==> src/rtl/ss_xfer_engine.sv <==
// ss_xfer_engine: save-state sequencer that streams mapper state bytes to and from the host, paced by cartridge M2.
// Optional feature: define SS_TMO_EN to abort a transfer with err when M2 stops toggling for TMO_CYC clk cycles.
module ss_xfer_engine #(
    parameter int SS_LEN  = 128,
    parameter int TMO_CYC = 65535
) (
    input  logic       clk,
    input  logic       rst_n,
    input  logic       m2,
    input  logic       save_req,
    input  logic       rest_req,
    output logic       busy,
    output logic       done,
    output logic       err,
    output logic [7:0] tx_dat,
    output logic       tx_valid,
    input  logic       tx_ready,
    input  logic [7:0] rx_dat,
    input  logic       rx_valid,
    output logic       rx_ready,
    output logic       ss_act,
    output logic       ss_we,
    output logic [7:0] ss_addr,
    output logic [7:0] ss_wdat,
    input  logic [7:0] ss_rdat
);
    typedef enum logic [2:0] {IDLE, ACT_IN, RD_SETTLE, RD_SEND, WR_WAIT, WR_STRB, ACT_OUT} state_t;

    localparam logic [7:0] LAST = 8'(SS_LEN - 1);

    state_t     state;
    logic       is_save;
    logic [2:0] m2_sync;
    logic       m2_fall;
    logic       last;
    logic       tmo_hit;

    assign m2_fall = m2_sync[2] & ~m2_sync[1];
    assign last    = ss_addr == LAST;

    // two-flop synchronizer on m2 plus one delayed copy for falling-edge detection
    always_ff @(posedge clk or negedge rst_n) begin
        if (!rst_n) m2_sync <= '0;
        else m2_sync <= {m2_sync[1:0], m2};
    end

`ifdef SS_TMO_EN
    localparam logic [15:0] TMO_LIM = 16'(TMO_CYC - 1);

    logic [15:0] tmo_cnt;
    logic        tmo_wait;

    assign tmo_wait = state inside {ACT_IN, RD_SETTLE, WR_STRB, ACT_OUT};
    assign tmo_hit  = tmo_wait & ~m2_fall & (tmo_cnt == TMO_LIM);

    // count clk cycles spent waiting for an M2 fall; every state change happens on a fall or from a non-waiting state, so the count restarts per state
    always_ff @(posedge clk or negedge rst_n) begin
        if (!rst_n) tmo_cnt <= '0;
        else tmo_cnt <= (tmo_wait && !m2_fall) ? tmo_cnt + 16'd1 : '0;
    end
`else
    logic unused_tmo;

    assign tmo_hit    = 1'b0;
    assign unused_tmo = TMO_CYC == 0;
`endif

    // transfer sequencer; all mapper-side steps advance on m2_fall, host-side steps on the handshakes
    always_ff @(posedge clk or negedge rst_n) begin
        if (!rst_n) begin
            state    <= IDLE;
            is_save  <= 1'b0;
            busy     <= 1'b0;
            done     <= 1'b0;
            err      <= 1'b0;
            tx_dat   <= '0;
            tx_valid <= 1'b0;
            rx_ready <= 1'b0;
            ss_act   <= 1'b0;
            ss_we    <= 1'b0;
            ss_addr  <= '0;
            ss_wdat  <= '0;
        end else begin
            done <= 1'b0;
            err  <= tmo_hit;
            case (state)
                IDLE: if (save_req || rest_req) begin
                    is_save <= save_req;
                    busy    <= 1'b1;
                    ss_act  <= 1'b1;
                    ss_addr <= '0;
                    state   <= ACT_IN;
                end
                ACT_IN: if (m2_fall) begin
                    rx_ready <= !is_save;
                    state    <= is_save ? RD_SETTLE : WR_WAIT;
                end
                RD_SETTLE: if (m2_fall) begin
                    tx_dat   <= ss_rdat;
                    tx_valid <= 1'b1;
                    state    <= RD_SEND;
                end
                RD_SEND: if (tx_ready) begin
                    tx_valid <= 1'b0;
                    ss_addr  <= last ? ss_addr : ss_addr + 8'd1;
                    state    <= last ? ACT_OUT : RD_SETTLE;
                end
                WR_WAIT: if (rx_valid) begin
                    ss_wdat  <= rx_dat;
                    rx_ready <= 1'b0;
                    ss_we    <= 1'b1;
                    state    <= WR_STRB;
                end
                WR_STRB: if (m2_fall) begin
                    ss_we    <= 1'b0;
                    rx_ready <= !last;
                    ss_addr  <= last ? ss_addr : ss_addr + 8'd1;
                    state    <= last ? ACT_OUT : WR_WAIT;
                end
                ACT_OUT: if (m2_fall) begin
                    ss_act <= 1'b0;
                    busy   <= 1'b0;
                    done   <= 1'b1;
                    state  <= IDLE;
                end
                default: state <= IDLE;
            endcase
            if (tmo_hit) begin
                ss_we  <= 1'b0;
                ss_act <= 1'b0;
                busy   <= 1'b0;
                state  <= IDLE;
            end
        end
    end
endmodule
==> config.mk <==
export PLATFORM = sky130hd
export DESIGN_NAME = ss_xfer_engine
export DESIGN_NICKNAME = d
export VERILOG_FILES = /design/src/rtl/ss_xfer_engine.sv
export SDC_FILE = /design/constraint.sdc
export NUM_CORES = 1
export LEC_CHECK = 0
export BUFFER_PORTS_ARGS = -buffer_cell sky130_fd_sc_hd__clkbuf_2
export CORE_MARGIN = 5
export CORE_UTILIZATION = 40
export CTS_CLUSTER_SIZE = 12
export DETAILED_ROUTE_END_ITERATION = 12
export PLACE_DENSITY_LB_ADDON = 0.25
export SYNTH_ARGS = -nofsm -noshare
export SYNTH_HDL_FRONTEND = slang
export SYNTH_SLANG_ARGS = --single-unit
==> constraint.sdc <==
create_clock -name clk -period 2.69 [get_ports clk]
set_clock_uncertainty 0.15 [all_clocks]
set_input_delay 0.807 -clock clk [delete_from_list [all_inputs] [get_ports clk]]
set_output_delay 0.807 -clock clk [all_outputs]
set_load 0.005 [all_outputs]
# After elaboration in Yosys (flattened, before gate mapping)
# Cells that the tools add are included.
[totals]
input_bits = 23
register_bits = 36
word_cells = 76
[op_classes]
addsub = 1
n_bitwise = 2
reduce_logical = 18
muxes = 30
n_eq_ne = 14
[op_table]
columns = ["op", "n"]
rows = [
  ["8-bit two-way mux", 4],
  ["3-bit two-way mux", 9],
  ["8-bit case mux with 3 select lines", 1],
  ["3-bit case mux with 7 select lines", 1],
  ["2-bit != test, second input constant", 7],
  ["1-bit two-way mux", 10],
  ["3-bit == test, second input constant", 3],
  ["3-bit AND reduction", 3],
  ["8-bit by 1-bit adder with 8-bit output, second input constant", 1],
  ["8-bit by 7-bit == test with 1-bit output, second input constant", 1],
  ["4-bit AND reduction", 2],
  ["7-bit AND reduction", 1],
  ["3-bit by 2-bit == test with 1-bit output, second input constant", 2],
  ["1-bit case mux with 2 select lines", 3],
  ["2-bit AND reduction", 3],
  ["2-bit nonzero test", 3],
  ["3-bit nonzero test", 2],
  ["3-bit by 1-bit == test with 1-bit output, second input constant", 1],
  ["3-bit zero test", 1],
  ["1-bit case mux with 3 select lines", 1],
  ["1-bit zero test", 2],
  ["2-bit two-way mux", 1],
  ["1-bit AND", 1],
  ["1-bit logical OR", 1],
  ["1-bit NOT", 1],
]

# Logic depth before layout (Yosys ltp)
[logic_depth]
word_depth = 4
mapped_depth = 6
depth_no_buf = 5

# Worst setup path after synthesis
# Ideal clock, no wire load.
[synth_timing]
path_kind = "input port to flip-flop"
start = "in tx_ready"
end = "reg ss_addr[1]"
path_buffers = 0
t_arrival_ns = 1.482
cell_stages = 4
setup_time_ns = 0.132
slack_ns = 0.926
required_time_ns = 2.408
path_cell_list = "and3b_2 -> o21ai_4 -> and2_4 -> o32ai_2"
[synth_between]
elab_chain_len = 2
[synth_rtl]
columns = ["element", "line_no", "source"]
rows = [
  ["start, declared", "17", "input logic tx_ready,"],
  ["2-bit != test (no line)", "n/a", ""],
  ["4-bit AND reduction (no line)", "n/a", ""],
  ["end signal, assigned", "105", "ss_addr <= last ? ss_addr : ss_addr + 8'd1;"],
  ["end signal, assigned", "117", "ss_addr <= last ? ss_addr : ss_addr + 8'd1;"],
  ["end, declared", "23", "output logic [7:0] ss_addr,"],
]
# No other way between the ends.
# A chain may end at the register's enable or synchronous reset.

# Worst setup path in the final report
[layout_timing]
start = "reg state[1]"
end = "reg ss_wdat[0]"
[layout_between]
elab_chain_len = 2
[layout_rtl]
columns = ["element", "line_no", "source"]
rows = [
  ["start, declared", "31", "state_t state;"],
  ["start signal, assigned", "96", "state <= is_save ? RD_SETTLE : WR_WAIT;"],
  ["start signal, assigned", "106", "state <= last ? ACT_OUT : RD_SETTLE;"],
  ["start signal, assigned", "118", "state <= last ? ACT_OUT : WR_WAIT;"],
  ["3-bit == test", "86", "case (state)"],
  ["2-bit AND reduction (no line)", "n/a", ""],
  ["end signal, assigned", "109", "ss_wdat <= rx_dat;"],
  ["end, declared", "24", "output logic [7:0] ss_wdat,"],
]
# No other way between the ends.

==> impl_metrics.ini <==
[outcome]
status = complete, no violations

[logic_synthesis]
avgSynthCellArea_um2 = 11.4
synth_fp_nets = 183
synth_seq_cells = 36
yosysSeqAreaShare_pct = 49.7
ys_warn_count = 0
synth_cell_types = 48
synth_edf_count = 0
ys.flop_type = dfrtp_1
ys_async_sr_fraction_pct = 100
synth_area_um2 = 1810
syn_inst = 159
synth.largest_area_cell = dfrtp_1
yosys-top-cells-area = dfrtp_1, mux2_2, o22ai_1
synth_top_area_share_pct = 49.7

[cts]
tritoncts = done
cts.clk_slew.worst_paths_ns = 0.07
cts.path.max_buffers = 2
cts-root-buf = clkbuf_8
cts.repair.resized = 0
numCtsBuffers = 5
htreeDepth = 2
cts_hold_buf = 0
insertion_delay_ns = 0.28
cts.sinks = 36
cts_setup_buffers = 0

[die]
die_x_um = 77.3
die_y_um = 77.3
core_um2 = 4380
rows = 24
dieArea_um2 = 5980
start_util_pct = 41.3
pin_count = 54

[layout]
nFillCells = 411
drive_gt1_share_pct = 43.7
area_delta_synth_final_pct = 20.9
utilization_pct = 49.9
most-common-layout-cells = clkbuf_2, dfrtp_1, mux2_2
mostFrequentLayoutCell = clkbuf_2
diodes = 0
layout.nets = 236

[timing]
hold_slack_ns = 0.206
drv_slew = 0
max_freq_mhz = 531
finalSetupViolCount = 0
period_needed_ns = 1.88
period_share_pct = 70.0
rsz0062_at_grt = no
tightestPinTransition_ns = 0.669
finalHoldViolCount = 0
tns_ns = 0
relSlewSlack_pct = 55.4

[routing]
drt_first_pass_iters = 4
drt.antenna.violating_nets = 0
drc = 0
avgRoutedWirePerCell_um = 14.5
vias = 1381
drt-initial-drc-count = 51
wirelength_um = 3830
via_per_inst = 5.21

[pwr]
power.ir.vdd_worst_v = 0.000350
combPwrFrac_pct = 22.0
p_leak_nw = 1.01
pwr-share-clk_pct = 27.6
swShare_pct = 29.2
pwr-share-seq_pct = 50.4
p_switching_mw = 0.416
power_mw = 1.42
p_per_area_nw_per_um2 = 650
p_int_mw = 1.01

[worst_setup_path]
end_kind = register
rrSetupSlack_ns = 0.81
path_class = reg2reg
crit_fanout = 16
critPathLaunchType = register
cp_data_arrival_time_ns = 1.90
cp.required_ns = 2.71

[global_routing]
grt_overflow = 0
antenna_found_initial = 0
track_usage_pct = 13.7
grt_pass1_vias = 1438
grt_pass1_wl_um = 6800
grt_max_degree = 37

[placement]
place_congestion = 0.773
dpl.hpwl_um = 2860
portBuffers = 52

[worst_hold_path]
holdCritPathClass = reg2reg

[run]
cap_violations = 0
## layer usage
layer / GRT usage, % / share of wire [%] / wire [µm]
met5: 0 / 0 / 0
met4: 3.61 / 0.57 / 22
met3: 5.04 / 6.9 / 263
met2: 21.5 / 46 / 1770
met1: 17.9 / 46 / 1780
## synth_stat cells (all sizes together), types with 2 or more instances
cell / n
a21oi: 5
a22o: 2
a22oi: 6
and2: 2
and3: 2
and3b: 3
buf: 9
dfrtp: 36
inv: 10
mux2: 17
mux2i: 2
nand2: 11
nand2b: 4
nand3b: 3
nand4: 2
nor2: 5
nor2b: 3
o21a: 2
o21ai: 9
o22ai: 9
## registers in the layout (all words and copies together), names as in the netlist
name / cells
tx_valid: 1
ss_act: 1
ss_wdat: 8
is_save: 1
tx_dat: 8
rx_ready: 1
ss_addr: 8
m2_sync: 3
done: 1
state: 3
ss_we: 1
## final timing paths
path / start / to / depth (start not counted)
worst min-delay path: m2_sync[0] / m2_sync[1] / 0
worst max-delay path: state[1] / ss_wdat[0] / 4
worst min register to register: m2_sync[0] / m2_sync[1] / 0
min in group asynchronous: rst_n / ss_addr[3] / 2
worst max register to register: state[1] / ss_wdat[0] / 4
max in group asynchronous: rst_n / ss_addr[0] / 2
## cell type report
class	instances	area (µm²)	share of cell area [%]
sequential	36	901	41.1
multi-input combinational	104	810	37.0
timing repair buffer	55	283	12.9
clock buffer	7	86.3	3.94
tap	52	65.1	2.97
inverter	10	37.5	1.71
clock inverter	1	7.51	0.343
## kinds of logic after synthesis
group / synth area share (%)
fa+ha+maj: 0.690
flops: 49.7
buf+inv: 5.59
mux: 11.7
other cells: 0.207
simple gates: 15.8
compound gates: 15.8
xor+xnor: 0.484
## power by group through the flow
stage	registers (mW)	clock network [mW]	logic [mW]
6_report	0.718	0.393	0.313
5_1_grt	0.738	0.435	0.356
4_1_cts	0.719	0.409	0.319
3_5_place_dp	0.728	0	0.318
3_3_place_gp	0.723	0	0.314
2_1_floorplan	0.714	0	0.177
## stage by stage
| step | instances | setup WS (ns) | area [µm²] |
|---|---|---|---|
| 2_1_floorplan | 159 | 0.926 | 1810 |
| 6_report | 265 | 0.806 | 2190 |
| 4_1_cts | 265 | 0.808 | 2190 |
| 3_3_place_gp | 257 | 0.746 | 2100 |
| 5_1_grt | 265 | 0.690 | 2190 |
| 3_5_place_dp | 257 | 0.729 | 2100 |
## critical path, stage by stage, from the launching register on
cell and delay, ns:
dfrtp_1 0.57, and2b_2 0.37, nand2_1 0.10, nor2_4 0.22, mux2_2 0.37
No activity file was read; power rests on OpenSTA's default activity.
